`config.mk`:
```
export PLATFORM = sky130hd
export DESIGN_NAME = seq_mult_csa
export DESIGN_NICKNAME = d
export VERILOG_FILES = /design/src/rtl/mult_pkg.sv /design/src/rtl/csa_n.sv /design/src/rtl/seq_mult_csa.sv
export SDC_FILE = /design/constraint.sdc
export NUM_CORES = 1
export LEC_CHECK = 0
export ABC_CLOCK_PERIOD_IN_PS = 5280
export CORE_MARGIN = 10
export CORE_UTILIZATION = 37
export DETAILED_ROUTE_END_ITERATION = 6
export PLACE_DENSITY = 0.7
export SLEW_MARGIN = 0
export SYNTH_ARGS = -nofsm -noshare
export SYNTH_HDL_FRONTEND = slang
export SYNTH_SLANG_ARGS = --single-unit
```
`constraint.sdc`:
```
create_clock -name clk -period 5.28 [get_ports clk]
set_input_delay 0.792 -clock clk [delete_from_list [all_inputs] [get_ports clk]]
set_output_delay 0.792 -clock clk [all_outputs]
set_load 0.03 [all_outputs]
```
`src/rtl/mult_pkg.sv`:
```
`default_nettype none
// ============================================================================
// Module      : mult_pkg
// Description : Shared state encoding and default operand width for the
//               sequential multiplier.
// Revision    : 1.0 - initial release
// ============================================================================
package mult_pkg;

  // Multiplier control states
  typedef enum logic [1:0] {
    IDLE = 2'd0,
    RUN  = 2'd1,
    DONE = 2'd2
  } state_t;

  // Default operand width
  localparam int MULT_N = 4;

endpackage
`default_nettype wire

```
`src/rtl/csa_n.sv`:
```
`default_nettype none
// ============================================================================
// Module      : csa_n
// Description : N-bit carry-select adder. The lower half ripples normally;
//               the upper half is computed for both carry-in values and the
//               lower-half carry picks the result.
// Revision    : 1.0 - initial release
// ============================================================================
module csa_n #(
  parameter int N = 4
) (
  input  logic [N-1:0] a,
  input  logic [N-1:0] b,
  input  logic         ci,
  output logic [N-1:0] s,
  output logic         co
);

  localparam int c_lo = N / 2;
  localparam int c_hi = N - c_lo;

  logic [c_lo:0] w_lo;
  logic [c_hi:0] w_hi0;
  logic [c_hi:0] w_hi1;

  // Lower half including the external carry-in
  assign w_lo  = {1'b0, a[c_lo-1:0]} + {1'b0, b[c_lo-1:0]} + {{c_lo{1'b0}}, ci};

  // Upper half speculatively computed for carry-in 0 and 1
  assign w_hi0 = {1'b0, a[N-1:c_lo]} + {1'b0, b[N-1:c_lo]};
  assign w_hi1 = {1'b0, a[N-1:c_lo]} + {1'b0, b[N-1:c_lo]} + {{c_hi{1'b0}}, 1'b1};

  // Carry out of the lower half selects the upper result
  assign {co, s} = w_lo[c_lo] ? {w_hi1, w_lo[c_lo-1:0]}
                              : {w_hi0, w_lo[c_lo-1:0]};

endmodule
`default_nettype wire

```
`src/rtl/seq_mult_csa.sv`:
```
`default_nettype none
// ============================================================================
// Module      : seq_mult_csa
// Description : N-bit unsigned shift-and-add multiplier with valid/ready
//               handshakes. One accumulate per cycle through a carry-select
//               adder; 2N-bit product after exactly N iterations.
// Revision    : 1.0 - initial release
// ============================================================================
module seq_mult_csa
  import mult_pkg::*;
#(
  parameter int N  = MULT_N,
  parameter int CW = $clog2(N)
) (
  input  logic           clk,
  input  logic           rst_n,
  input  logic           in_valid,
  output logic           in_ready,
  input  logic [N-1:0]   a,
  input  logic [N-1:0]   b,
  output logic           out_valid,
  input  logic           out_ready,
  output logic [2*N-1:0] p,
  output logic           busy
);

  state_t          r_state;
  logic [N-1:0]    r_acc_hi;
  logic [N-1:0]    r_mcand;
  logic [N-1:0]    r_mplier;
  logic [CW-1:0]   r_cnt;
  logic            r_in_ready;
  logic            r_out_valid;
  logic            r_busy;
  logic [2*N-1:0]  r_p;

  logic [N-1:0]    w_addend;
  logic [N-1:0]    w_sum;
  logic            w_co;
  logic [2*N-1:0]  w_next;

  // Multiplicand is added only when the current multiplier LSB is set
  assign w_addend = r_mplier[0] ? r_mcand : '0;

  csa_n #(
    .N (N)
  ) u_csa (
    .a  (r_acc_hi),
    .b  (w_addend),
    .ci (1'b0),
    .s  (w_sum),
    .co (w_co)
  );

  // Carry-out lands in the top product bit; the consumed multiplier LSB drops off
  assign w_next = {w_co, w_sum, r_mplier[N-1:1]};

  // Control FSM and datapath shift registers with registered handshake outputs
  always_ff @(posedge clk or negedge rst_n) begin
    if (!rst_n) begin
      r_state     <= IDLE;
      r_acc_hi    <= '0;
      r_mcand     <= '0;
      r_mplier    <= '0;
      r_cnt       <= '0;
      r_in_ready  <= 1'b1;
      r_out_valid <= 1'b0;
      r_busy      <= 1'b0;
      r_p         <= '0;
    end else begin
      case (r_state)
        IDLE: begin
          if (in_valid) begin
            r_mcand    <= a;
            r_mplier   <= b;
            r_acc_hi   <= '0;
            r_cnt      <= CW'(N - 1);
            r_in_ready <= 1'b0;
            r_busy     <= 1'b1;
            r_state    <= RUN;
          end
        end
        RUN: begin
          {r_acc_hi, r_mplier} <= w_next;
          if (r_cnt == '0) begin
            r_p         <= w_next;
            r_out_valid <= 1'b1;
            r_state     <= DONE;
          end else begin
            r_cnt <= r_cnt - 1'b1;
          end
        end
        DONE: begin
          // Product stays on p after the transfer
          if (out_ready) begin
            r_out_valid <= 1'b0;
            r_in_ready  <= 1'b1;
            r_busy      <= 1'b0;
            r_state     <= IDLE;
          end
        end
        default: begin
          r_out_valid <= 1'b0;
          r_in_ready  <= 1'b1;
          r_busy      <= 1'b0;
          r_state     <= IDLE;
        end
      endcase
    end
  end

  assign in_ready  = r_in_ready;
  assign out_valid = r_out_valid;
  assign busy      = r_busy;
  assign p         = r_p;

endmodule
`default_nettype wire

```
==> impl_metrics.csv <==
group,metric,value,unit
outcome,status,"completed",
cts,cts_max_level,1,
routing,antenna_left,0,
cts,clkSinkCount,27,
synth,ys.flop_type,"dfrtp_1",
synth,synth_top_cell_by_area,"dfrtp_1",
synth,synth_top_area_share,0.506,
floorplanning,rows,21,
finish,final_cell_mix,"dfrtp_1 (26), clkdlybuf4s50_1 (22), nand2_1 (18)",
sta,drv_slew,0,
routing,drt_iter0_drc,77,
sta,hold_viol_final,0,
worst_setup_path,worstReg2RegEnd,"p[7]",
cts,cts_made_buffers,3,
sta,rsz0062_at_grt,"no",
floorplanning,io_pins,23,
floorplanning,dieHeight,79.0,um
sta,tightestPinTransition,564,ps
cts,clk_pin_slew,140,ps
finish,fillers,320,
placed_design,dp_hpwl,1.98,mm
sta,fin_crit,2330,ps
sta,max_clock_freq,0.429,GHz
grt,grt_usage,0.0821,
synth,yosys.area_share.adder,0.0700,
power,p_per_area,605,nW/um2
floorplanning,coreArea,3340,um2
routing,drt_pass1_iterations,4,
finish,area_delta_synth_final,22.0,%
cts,post_cts_buffers,0,
synth,syn-instance-count,119,
cts,cts_resized,0,
synth,syn_nets,137,
grt,grt_max_degree,28,
placed_design,routabilityCongestion,0.776,
synth,yosys_warnings,0,
finish,final_common_cell,"dfrtp_1",
power,p_leak,0.693,nW
worst_setup_path,rr_startpoint,"r_mplier[0]",
cts,cts_tree,"built",
grt,grt_overflow,0,
synth,syn_area,1290,um2
synth,synth-simple-area-share,0.144,
worst_setup_path,rrSetupSlack,3170,ps
worst_setup_path,critPathMaxFanout,3,
placed_design,portBuffers,22,
worst_setup_path,cp.depth,1,
sta,holdWs,493,ps
grt,met2_usage,0.142,
finish,instances_no_fill,188,
worst_setup_path,arrival,1540,ps
power,ir_worst_vdd,0.169,mV
worst_setup_path,critPathLaunchType,"register",
sta,fin_setup_tns,0,ps
synth,async_flop_share,1.00,
synth,synth_top_family_by_area,"simple AND/OR/NAND/NOR gates",
hold_path,hp-class,"reg -> reg",
sta,skew,5.33,ps
worst_setup_path,slowest_stage,"clkdlybuf4s50_1",
synth,avgSynthCellArea,10.8,um2
worst_setup_path,required,4490,ps
grt,use_met3,0.0203,
synth,synth_edf_count,0,
worst_setup_path,path_cells,"clkdlybuf4s50_1",
grt,grt_pass1_wl,4.22,mm
synth,synth_area_leaders,"dfrtp_1 (51%), nand2_1 (5.3%), mux2_2 (5.3%)",
sta,fin_ws,2950,ps
grt,antenna_found_initial,0,
routing,drc_errors,0,
sta,fin_crit_sh,0.442,
worst_setup_path,end_kind,"primary output",
synth,ys_types,32,
finish,diodes,0,
worst_setup_path,endpoint,"in_ready",
job,maxCapViolCount,0,
worst_setup_path,crit_family,"buffers and inverters",
cts,cts_hold_buffers,0,
worst_setup_path,critPathMaxStageDelay,670,ps
floorplanning,initial_core_util,0.385,
routing,routedWlPerCell,13.4,um
worst_setup_path,reg2regPathDepth,9,
cts,clock_path_buffers,2,
grt,grt_pass1_vias,946,
finish,drive_above_1_share,0.0986,
routing,routed_via_density,4.74,
floorplanning,die_w,79.0,um
cts,insertion_delay,310,ps
floorplanning,die_area,6230,um2
worst_setup_path,criticalPathCategory,"reg -> out",
synth,synth_seq_area_share,0.526,
synth,ys_seq_elements,27,
worst_setup_path,critPathBufInv,1,
routing,finalWirelength,2.52,mm
grt,grt_use_met1,0.0929,
sta,setup_viol,0,
synth,synth-compound-area-share,0.139,
finish,nets,161,
sta,slew_headroom,0.624,
placed_design,dp_slack,3170,ps
cts,root_buffer,"clkbuf_4",
synth,synth_xor_area_frac,0.0136,
synth,synth.area.mux_share,0.0525,
routing,via_count,891,
grt,busiest_layer,"met2",
worst_setup_path,worstSetupStartpoint,"in_ready",
placed_design,dp.cells,184,
==> stage by stage <==
step	utilization	power [mW]	area, um2
3_3_place_gp	0.462	0.853	1540
2_1_floorplan	-	0.727	1290
3_5_place_dp	0.462	0.874	1540
5_1_grt	0.470	1.04	1570
4_1_cts	0.470	0.961	1570
6_report	0.470	0.950	1570
==> layer usage <==
metal | up-vias | part of all wire | wire length, um
met4 | 0 | 0.013 | 34
met3 | 2 | 0.051 | 128
met2 | 18 | 0.49 | 1240
li1 | 449 | - | -
met1 | 422 | 0.44 | 1120
met5 | - | 0 | 0
==> kinds of logic (layout without fill, tap and decap cells) <==
group,count (synthesis),in the layout
simple gates,35,35
compound gates,28,28
mux,6,6
xor+xnor,2,2
flops,27,27
buf+inv,15,38
fa+ha+maj,6,6
==> how the worst min path moves through the flow <==
stage	depth (start not counted)	end	start	slack (ps)
6_report	2	p[4]	p[4]	490
3_5_place_dp	2	p[4]	p[4]	470
2_1_floorplan	2	r_acc_hi[0]	r_acc_hi[0]	460
4_1_cts	2	p[4]	p[4]	500
3_3_place_gp	2	p[1]	p[1]	460
5_1_grt	2	p[3]	p[3]	520
==> registers in the layout, indices dropped and copies added (netlist names) <==
register / flops
in_ready: 1
r_mplier: 4
r_cnt: 2
r_mcand: 4
r_state: 2
busy: 1
out_valid: 1
r_acc_hi: 4
p: 8
==> where the power goes <==
group | total (mW) | switching, mW | internal [mW] | leakage, nW
registers | 0.379 | 0.0760 | 0.303 | 0.321
logic | 0.484 | 0.262 | 0.222 | 0.357
clock network | 0.0864 | 0.0569 | 0.0295 | 0.0150
==> Yosys cell counts (2+ instances only) <==
cell type / instances
inv_1: 11
fa_1: 2
and2_1: 2
ha_1: 4
o22a_1: 2
a21oi_1: 5
mux2_2: 6
a22oi_1: 2
nand2_1: 18
o21ai_0: 11
nor2b_1: 3
nor2_1: 6
buf_2: 2
dfrtp_1: 26
o2bb2ai_1: 2
==> layout make-up <==
type,instances,area [um2],area share
Sequential cell,27,677,0.431
Multi-Input combinational cell,77,539,0.344
Timing Repair Buffer,23,228,0.145
Tap cell,46,57.6,0.0367
Inverter,11,41.3,0.0263
Clock buffer,4,26.3,0.0167
==> worst min-delay path, delay by kind of cell (launching register included) <==
kind            cells  cell delay (ps)
flops               1              370
compound gates      1               60
simple gates        1               40
Power figures use the tool's default switching activity.
